==> src/rtl/gate_equiv_sequencer_if.sv <==
// gate_equiv_sequencer_if: start/result/status bundle between the sequencer and the gate pair under test
interface gate_equiv_sequencer_if #(
  parameter int N_IN  = 2,
  parameter int CNT_W = 8
);
  logic             start;
  logic [N_IN-1:0]  vec;
  logic             res_a;
  logic             res_b;
  logic             busy;
  logic             done;
  logic             pass;
  logic [CNT_W-1:0] err_cnt;
  logic [N_IN-1:0]  first_err_vec;
  logic             first_err_valid;
  modport master (
    output start, res_a, res_b,
    input  vec, busy, done, pass, err_cnt, first_err_vec, first_err_valid
  );
  modport slave (
    input  start, res_a, res_b,
    output vec, busy, done, pass, err_cnt, first_err_vec, first_err_valid
  );
endinterface

==> src/rtl/gate_equiv_sequencer.sv <==
// gate_equiv_sequencer: sweeps all input vectors over two gate implementations and tallies output mismatches
// Optional STOP_ON_FAIL_EN: end the sweep at the first mismatching vector.
module gate_equiv_sequencer #(
  parameter int N_IN   = 2,
  parameter int SETTLE = 1,
  parameter int CNT_W  = 8
) (
  input logic                   clk,
  input logic                   reset,
  gate_equiv_sequencer_if.slave bus
);
  localparam int SW = SETTLE > 1 ? $clog2(SETTLE) : 1;
  typedef enum logic [2:0] {S_IDLE, S_APPLY, S_SETTLE, S_CHECK, S_DONE} state_t;
  state_t           state_q, state_d;
  logic [N_IN-1:0]  vec_q, vec_d, fev_q, fev_d;
  logic [CNT_W-1:0] err_q, err_d;
  logic [SW-1:0]    cnt_q, cnt_d;
  logic             pass_q, pass_d, fevv_q, fevv_d;
  logic             mismatch, stop;
  assign mismatch = bus.res_a ^ bus.res_b;
`ifdef STOP_ON_FAIL_EN
  assign stop = mismatch;
`else
  assign stop = 1'b0;
`endif
  always_ff @(posedge clk or posedge reset) begin
    if (reset) begin
      state_q <= S_IDLE;
      vec_q   <= '0;
      fev_q   <= '0;
      err_q   <= '0;
      cnt_q   <= '0;
      pass_q  <= 1'b0;
      fevv_q  <= 1'b0;
    end else begin
      state_q <= state_d;
      vec_q   <= vec_d;
      fev_q   <= fev_d;
      err_q   <= err_d;
      cnt_q   <= cnt_d;
      pass_q  <= pass_d;
      fevv_q  <= fevv_d;
    end
  end
  always_comb begin
    state_d = state_q;
    vec_d   = vec_q;
    fev_d   = fev_q;
    err_d   = err_q;
    cnt_d   = cnt_q;
    pass_d  = pass_q;
    fevv_d  = fevv_q;
    unique case (state_q)
      S_IDLE, S_DONE: if (bus.start) begin
        state_d = S_APPLY;
        vec_d   = '0;
        fev_d   = '0;
        err_d   = '0;
        pass_d  = 1'b0;
        fevv_d  = 1'b0;
      end
      S_APPLY: begin
        state_d = SETTLE == 0 ? S_CHECK : S_SETTLE;
        cnt_d   = SW'(SETTLE > 0 ? SETTLE - 1 : 0);
      end
      S_SETTLE: begin
        state_d = cnt_q == '0 ? S_CHECK : S_SETTLE;
        cnt_d   = cnt_q == '0 ? cnt_q : cnt_q - 1'b1;
      end
      S_CHECK: begin
        err_d  = mismatch && err_q != '1 ? err_q + 1'b1 : err_q;
        fev_d  = mismatch && !fevv_q ? vec_q : fev_q;
        fevv_d = fevv_q | mismatch;
        // vec saturates at all-ones; a stop-on-fail exit keeps the failing vector
        if (vec_q == '1 || stop) begin
          state_d = S_DONE;
          pass_d  = !(fevv_q | mismatch);
        end else begin
          state_d = S_APPLY;
          vec_d   = vec_q + 1'b1;
        end
      end
      default: state_d = S_IDLE;
    endcase
  end
  assign bus.vec             = vec_q;
  assign bus.busy            = state_q == S_APPLY || state_q == S_SETTLE || state_q == S_CHECK;
  assign bus.done            = state_q == S_DONE;
  assign bus.pass            = pass_q;
  assign bus.err_cnt         = err_q;
  assign bus.first_err_vec   = fev_q;
  assign bus.first_err_valid = fevv_q;
endmodule

==> src/flat_wrapper.sv <==
// flat-port wrapper written by rule: the top's interface ports become plain ports
module gate_equiv_sequencer_flat 
#(
  parameter int N_IN   = 2,
  parameter int SETTLE = 1,
  parameter int CNT_W  = 8
)
  (clk, reset, bus_start, bus_res_a, bus_res_b, bus_vec, bus_busy, bus_done, bus_pass, bus_err_cnt, bus_first_err_vec, bus_first_err_valid);
  gate_equiv_sequencer_if #(.N_IN(N_IN), .CNT_W(CNT_W)) bus_i ();
  input logic clk;
  input logic reset;
  input wire logic [$bits(bus_i.start)-1:0] bus_start;
  input wire logic [$bits(bus_i.res_a)-1:0] bus_res_a;
  input wire logic [$bits(bus_i.res_b)-1:0] bus_res_b;
  output wire logic [$bits(bus_i.vec)-1:0] bus_vec;
  output wire logic [$bits(bus_i.busy)-1:0] bus_busy;
  output wire logic [$bits(bus_i.done)-1:0] bus_done;
  output wire logic [$bits(bus_i.pass)-1:0] bus_pass;
  output wire logic [$bits(bus_i.err_cnt)-1:0] bus_err_cnt;
  output wire logic [$bits(bus_i.first_err_vec)-1:0] bus_first_err_vec;
  output wire logic [$bits(bus_i.first_err_valid)-1:0] bus_first_err_valid;
  assign bus_i.start = bus_start;
  assign bus_i.res_a = bus_res_a;
  assign bus_i.res_b = bus_res_b;
  assign bus_vec = bus_i.vec;
  assign bus_busy = bus_i.busy;
  assign bus_done = bus_i.done;
  assign bus_pass = bus_i.pass;
  assign bus_err_cnt = bus_i.err_cnt;
  assign bus_first_err_vec = bus_i.first_err_vec;
  assign bus_first_err_valid = bus_i.first_err_valid;
  gate_equiv_sequencer #(.N_IN(N_IN), .SETTLE(SETTLE), .CNT_W(CNT_W)) u_core (.clk(clk), .reset(reset), .bus(bus_i));
endmodule
==> config.mk <==
export PLATFORM = sky130hd
export DESIGN_NAME = gate_equiv_sequencer_flat
export DESIGN_NICKNAME = d
export VERILOG_FILES = /design/src/rtl/gate_equiv_sequencer_if.sv /design/src/rtl/gate_equiv_sequencer.sv /design/src/flat_wrapper.sv
export SDC_FILE = /design/constraint.sdc
export NUM_CORES = 1
export LEC_CHECK = 0
export BUFFER_PORTS_ARGS = -buffer_cell sky130_fd_sc_hd__buf_2
export CAP_MARGIN = 30
export CORE_UTILIZATION = 56
export DETAILED_ROUTE_END_ITERATION = 10
export PLACE_DENSITY = 0.92
export SLEW_MARGIN = 0
export SYNTH_ARGS = -nofsm -noshare
export SYNTH_HDL_FRONTEND = slang
export SYNTH_SLANG_ARGS = --single-unit
==> constraint.sdc <==
create_clock -name clk -period 3.62 [get_ports clk]
set_input_delay 0.724 -clock clk [delete_from_list [all_inputs] [get_ports clk]]
set_output_delay 0.724 -clock clk [all_outputs]
set_load 0.02 [all_outputs]
* Word level (Yosys, flattened, before mapping)
Cells that the tools add are included.
Word-level totals: register bits 18, bits of input ports 5
Operators by class: add/sub/neg operators 3, equal/unequal tests 11, multiplexer cells 18, bitwise operators 2, reductions and logical operators 15
Operators by type and width (count):
- $mux 8 | 2
- $pmux 8 s2 | 1
- $pmux 3 s4 | 1
- $reduce_and 3->1 | 4
- $add 8x1->8 const B | 1
- $ne 8x8->1 const B | 1
- $pmux 2 s2 | 2
- $eq 3x2->1 const B | 2
- $mux 2 | 3
- $mux 3 | 2
- $ne 2x1->1 const B | 3
- $pmux 1 s2 | 3
- $mux 1 | 4
- $ne 2x2->1 const B | 2
- $reduce_bool 2->1 | 2
- $eq 3x1->1 const B | 1
- $eq 3x3->1 const B | 1
- $logic_not 3->1 | 1
- $add 2x1->2 const B | 1
- $eq 2x2->1 const B | 1
- $logic_and 1x1->1 | 2
- $logic_not 1->1 | 2
- $logic_or 1x1->1 | 2
- $reduce_and 2->1 | 1
- 4 further kinds | 4

* Longest topological paths before layout
depth in word-level cells 5, mapped depth 6

* Least setup slack after synthesis
OpenSTA, ideal clock, no wires.
kind in2reg, start point input bus_res_a, end point register u_core.err_q[4] (netlist: u_core.bus.err_cnt[4]), setup time 0.125 ns, data arrival time 1.544 ns, data required time 3.495 ns, path slack 1.952 ns, stages on the path 5, cells stage by stage xnor2_1 buf_6 nor3_1 a21oi_1 mux2_2
Between the ends: word-level cells in the longest chain between the ends 4
RTL lines:
- start, declared | RTL line flat_wrapper.sv:13 | input wire logic [$bits(bus_i.res_a)-1:0] bus_res_a;
- $xor 1x1->1 | RTL line gate_equiv_sequencer.sv:20 | assign mismatch = bus.res_a ^ bus.res_b;
- $logic_and 1x1->1 | RTL line gate_equiv_sequencer.sv:71 | err_d = mismatch && err_q != '1 ? err_q + 1'b1 : err_q;
- $ne 2x1->1 (no line)
- $reduce_and 3->1 (no line)
- end signal, assigned | RTL line gate_equiv_sequencer.sv:39 | err_q <= err_d;
- end, declared | RTL line gate_equiv_sequencer.sv:16 | logic [CNT_W-1:0] err_q, err_d;
No other way between the ends. A chain may end at the register's enable or synchronous reset.

* Worst setup path in the final report
start point input bus_res_b, end point register u_core.err_q[2] (netlist: u_core.bus.err_cnt[2])
Between the ends: word-level cells in the longest chain between the ends 4
RTL lines:
- start, declared | RTL line flat_wrapper.sv:14 | input wire logic [$bits(bus_i.res_b)-1:0] bus_res_b;
- $xor 1x1->1 | RTL line gate_equiv_sequencer.sv:20
- $logic_and 1x1->1 | RTL line gate_equiv_sequencer.sv:71
- $ne 2x1->1 (no line)
- $reduce_and 3->1 (no line)
No other way between the ends.

==> impl_metrics.ini <==
[outcome]
run_status = finished, final reports clean

[worst_setup_path]
critical_path_buf_inv_count = 1
crit_type = input port to register
critPathLaunchType = input port
arrival_ps = 2270
reg2reg_setup_slack_ps = 2050
worst_ep_required_time_ps = 3840
crit_fanout = 11
cp_slowest_cell = xnor2_1
crit_path_end_kind = register
worstPathCellList = buf_2, xnor2_1, nor2_1, and4_1, nor3_2
max_stage_delay_ps = 760
cp_top_family = XOR/XNOR gates

[global_routing]
grt_pass1_wl_mm = 3.24
grt_antenna_before_repair = 0
grt_usage = 0.233
overflow = 0
grt_max_degree = 18
grt_pass1_vias = 723

[power]
p_comb_frac = 0.451
p_switching_mw = 0.366
p_per_area_nw_per_um2 = 767
p_leak_nw = 0.516
peakVddDrop_uv = 531
p_clk_frac = 0.129
switching_share = 0.457
seqPwrFrac = 0.420
internal_power_mw = 0.435

[final_layout]
area_growth_pct = 11.8
antenna_cells = 0
multiInputGateArea_sq_um = 465
n_fill_cell = 119
drive_above_1_share = 0.304
regArea_sq_um = 425
final_nets = 120

[timing]
min_period_ps = 2050
finalSetupViolations = 0
min_period_over_period = 0.566
hold_violations = 0
grt_setup_unrepaired = false
finalSetupTns_ps = 0
clock_skew_ps = 2.78
fin_ws_ps = 1570
slew_viol_final = 0
max_slew_margin = 0.354
tightestPinTransition_ps = 961
fmax_mhz = 488

[logic_synthesis]
async_flop_share = 1.00
synth_cell_types = 33
syn_inst = 93
ys.flop_type = dfrtp_1
yosys_warnings = 0
synth.cell_area_sq_um = 935
synth.top_cell.area_share = 0.455
syn_area_per_cell_sq_um = 10.0
ys_ff_latch = 17
synth_area_leaders = dfrtp_1 46%, nor2_1 4.4%, nand2_1 4.0%
syn_nets = 100
synth_top_area_cell = dfrtp_1
ys_seq_area_frac = 0.455
synth-edff-count = 0

[clock_network]
cts_num_sinks = 17
cts_buffers = 3
cts_resized = 0
clock_latency_ps = 290
clockBufferDepth = 2
hold_buffers = 0
cts_root_buffer = clkbuf_4
tritoncts = built
path_clk_slew_ps = 100
cts_setup_buffers = 0
htree_levels = 1

[route]
drtAntennaViolNets = 0
via_count = 787
wl_per_cell_um = 14.5
postRouteWirelength_mm = 1.85
first_pass_iters = 4
viasPerCell = 6.15
drc_errors = 0
drtIter0Drc = 14

[min_path]
hold_class = input port to async pin

[job]
drv_cap = 0

[placed_design]
port-buffer-count = 20
hpwl_mm = 1.31
gp_congestion = 0.841
post-place-ws_ps = 1330

[floorplan]
io_pins = 21
initial_core_util = 0.613
die_w_um = 42.9
die_h_um = 42.9
die_area_sq_um = 1840
num_rows = 14
core_sq_um = 1520
state kept, by name, indices dropped and copies added (netlist names):
register / cells
u_core.bus.err_cnt: 8
u_core.bus.first_err_valid: 1
u_core.bus.first_err_vec: 2
u_core.bus.pass: 1
u_core.bus.vec: 2
u_core.state_q: 3
final timing paths:
kind / from / endpoint / cells past startpoint
setup reg to reg: u_core.bus.err_cnt[0]$_DFFE_PP0P_ / u_core.bus.err_cnt[2]$_DFFE_PP0P_ / 5
setup / recovery: bus_res_b / u_core.bus.err_cnt[2]$_DFFE_PP0P_ / 5
min in group clk: u_core.state_q[2]$_DFFE_PP0P_ / u_core.state_q[1]$_DFFE_PP0P_ / 1
hold / removal: reset / u_core.bus.err_cnt[5]$_DFFE_PP0P_ / 2
hold reg to reg: u_core.state_q[2]$_DFFE_PP0P_ / u_core.state_q[1]$_DFFE_PP0P_ / 1
max in group asynchronous: reset / u_core.bus.first_err_valid$_DFFE_PP0P_ / 2
logic make-up (layout without fill, tap and decap cells):
group / after synthesis / after routing / share of synthesized area
compound gates: 20 / 20 / 0.142
xor+xnor: 2 / 2 / 0.0187
fa+ha+maj: 2 / 2 / 0.0268
buf+inv: 7 / 26 / 0.0469
flops: 17 / 17 / 0.455
mux: 2 / 2 / 0.0241
simple gates: 43 / 43 / 0.287
cell type report:
class,instances,share of cell area
Timing Repair Buffer,20,0.0958
Clock buffer,4,0.0251
Tap cell,16,0.0192
Sequential cell,17,0.407
Multi-Input combinational cell,69,0.446
Inverter,2,0.00719
layout by cell type, fill, tap and decap left out, types with 2 or more instances in the layout:
cell type	count
nand3_1	5
nand2_1	10
a22o_1	3
buf_2	20
nor3_1	2
nor4_2	3
mux2_2	2
xnor2_1	2
a21oi_1	3
inv_1	2
ha_1	2
dfrtp_1	17
a311oi_1	2
a21o_1	2
a31oi_1	3
o21ai_0	5
clkbuf_4	3
nor2_1	11
worst reg2reg max path, stage by stage (launching register included):
cell	delay [ps]
dfrtp_1	420
ha_1	260
nand3_1	110
or2_1	320
and4_1	240
nor3_2	150
through the flow:
stage / power, mW / hold slack (ps) / util / cells / instance area, sq um
global route: 0.858 / 543 / 0.686 / 128 / 1040
floorplan: 0.606 / 467 / - / 93 / 935
detailed placement: 0.696 / 494 / 0.668 / 124 / 1020
global placement: 0.684 / 483 / 0.668 / 124 / 1020
CTS: 0.801 / 512 / 0.686 / 128 / 1040
finish: 0.801 / 500 / 0.686 / 128 / 1040
power groups by stage:
stage | registers, mW | logic (mW) | clock network [mW]
2_1_floorplan | 0.358 | 0.247 | 0
3_3_place_gp | 0.334 | 0.350 | 0
3_5_place_dp | 0.337 | 0.359 | 0
4_1_cts | 0.335 | 0.364 | 0.102
5_1_grt | 0.350 | 0.399 | 0.109
6_report | 0.336 | 0.361 | 0.104
synthesized netlist by cell type (2+ instances only):
cell type  instances
nand2_1           10
a311oi_1           2
inv_1              2
a22o_1             3
a31oi_1            3
nor2_1            11
buf_2              2
a21o_1             2
o21ai_0            5
buf_6              2
nand3_1            5
mux2_2             2
nor3_1             2
dfrtp_1           17
xnor2_1            2
ha_1               2
a21oi_1            3
nor4_2             3
per-layer routing:
layer	vias to the layer above	share of wire	global-route usage
met3	5	0.047	0.0255
met5	-	0	0
li1	373	-	-
met4	0	0.018	0.0938
met1	382	0.45	0.312
met2	27	0.48	0.382
No activity file was read; power rests on OpenSTA's default activity.
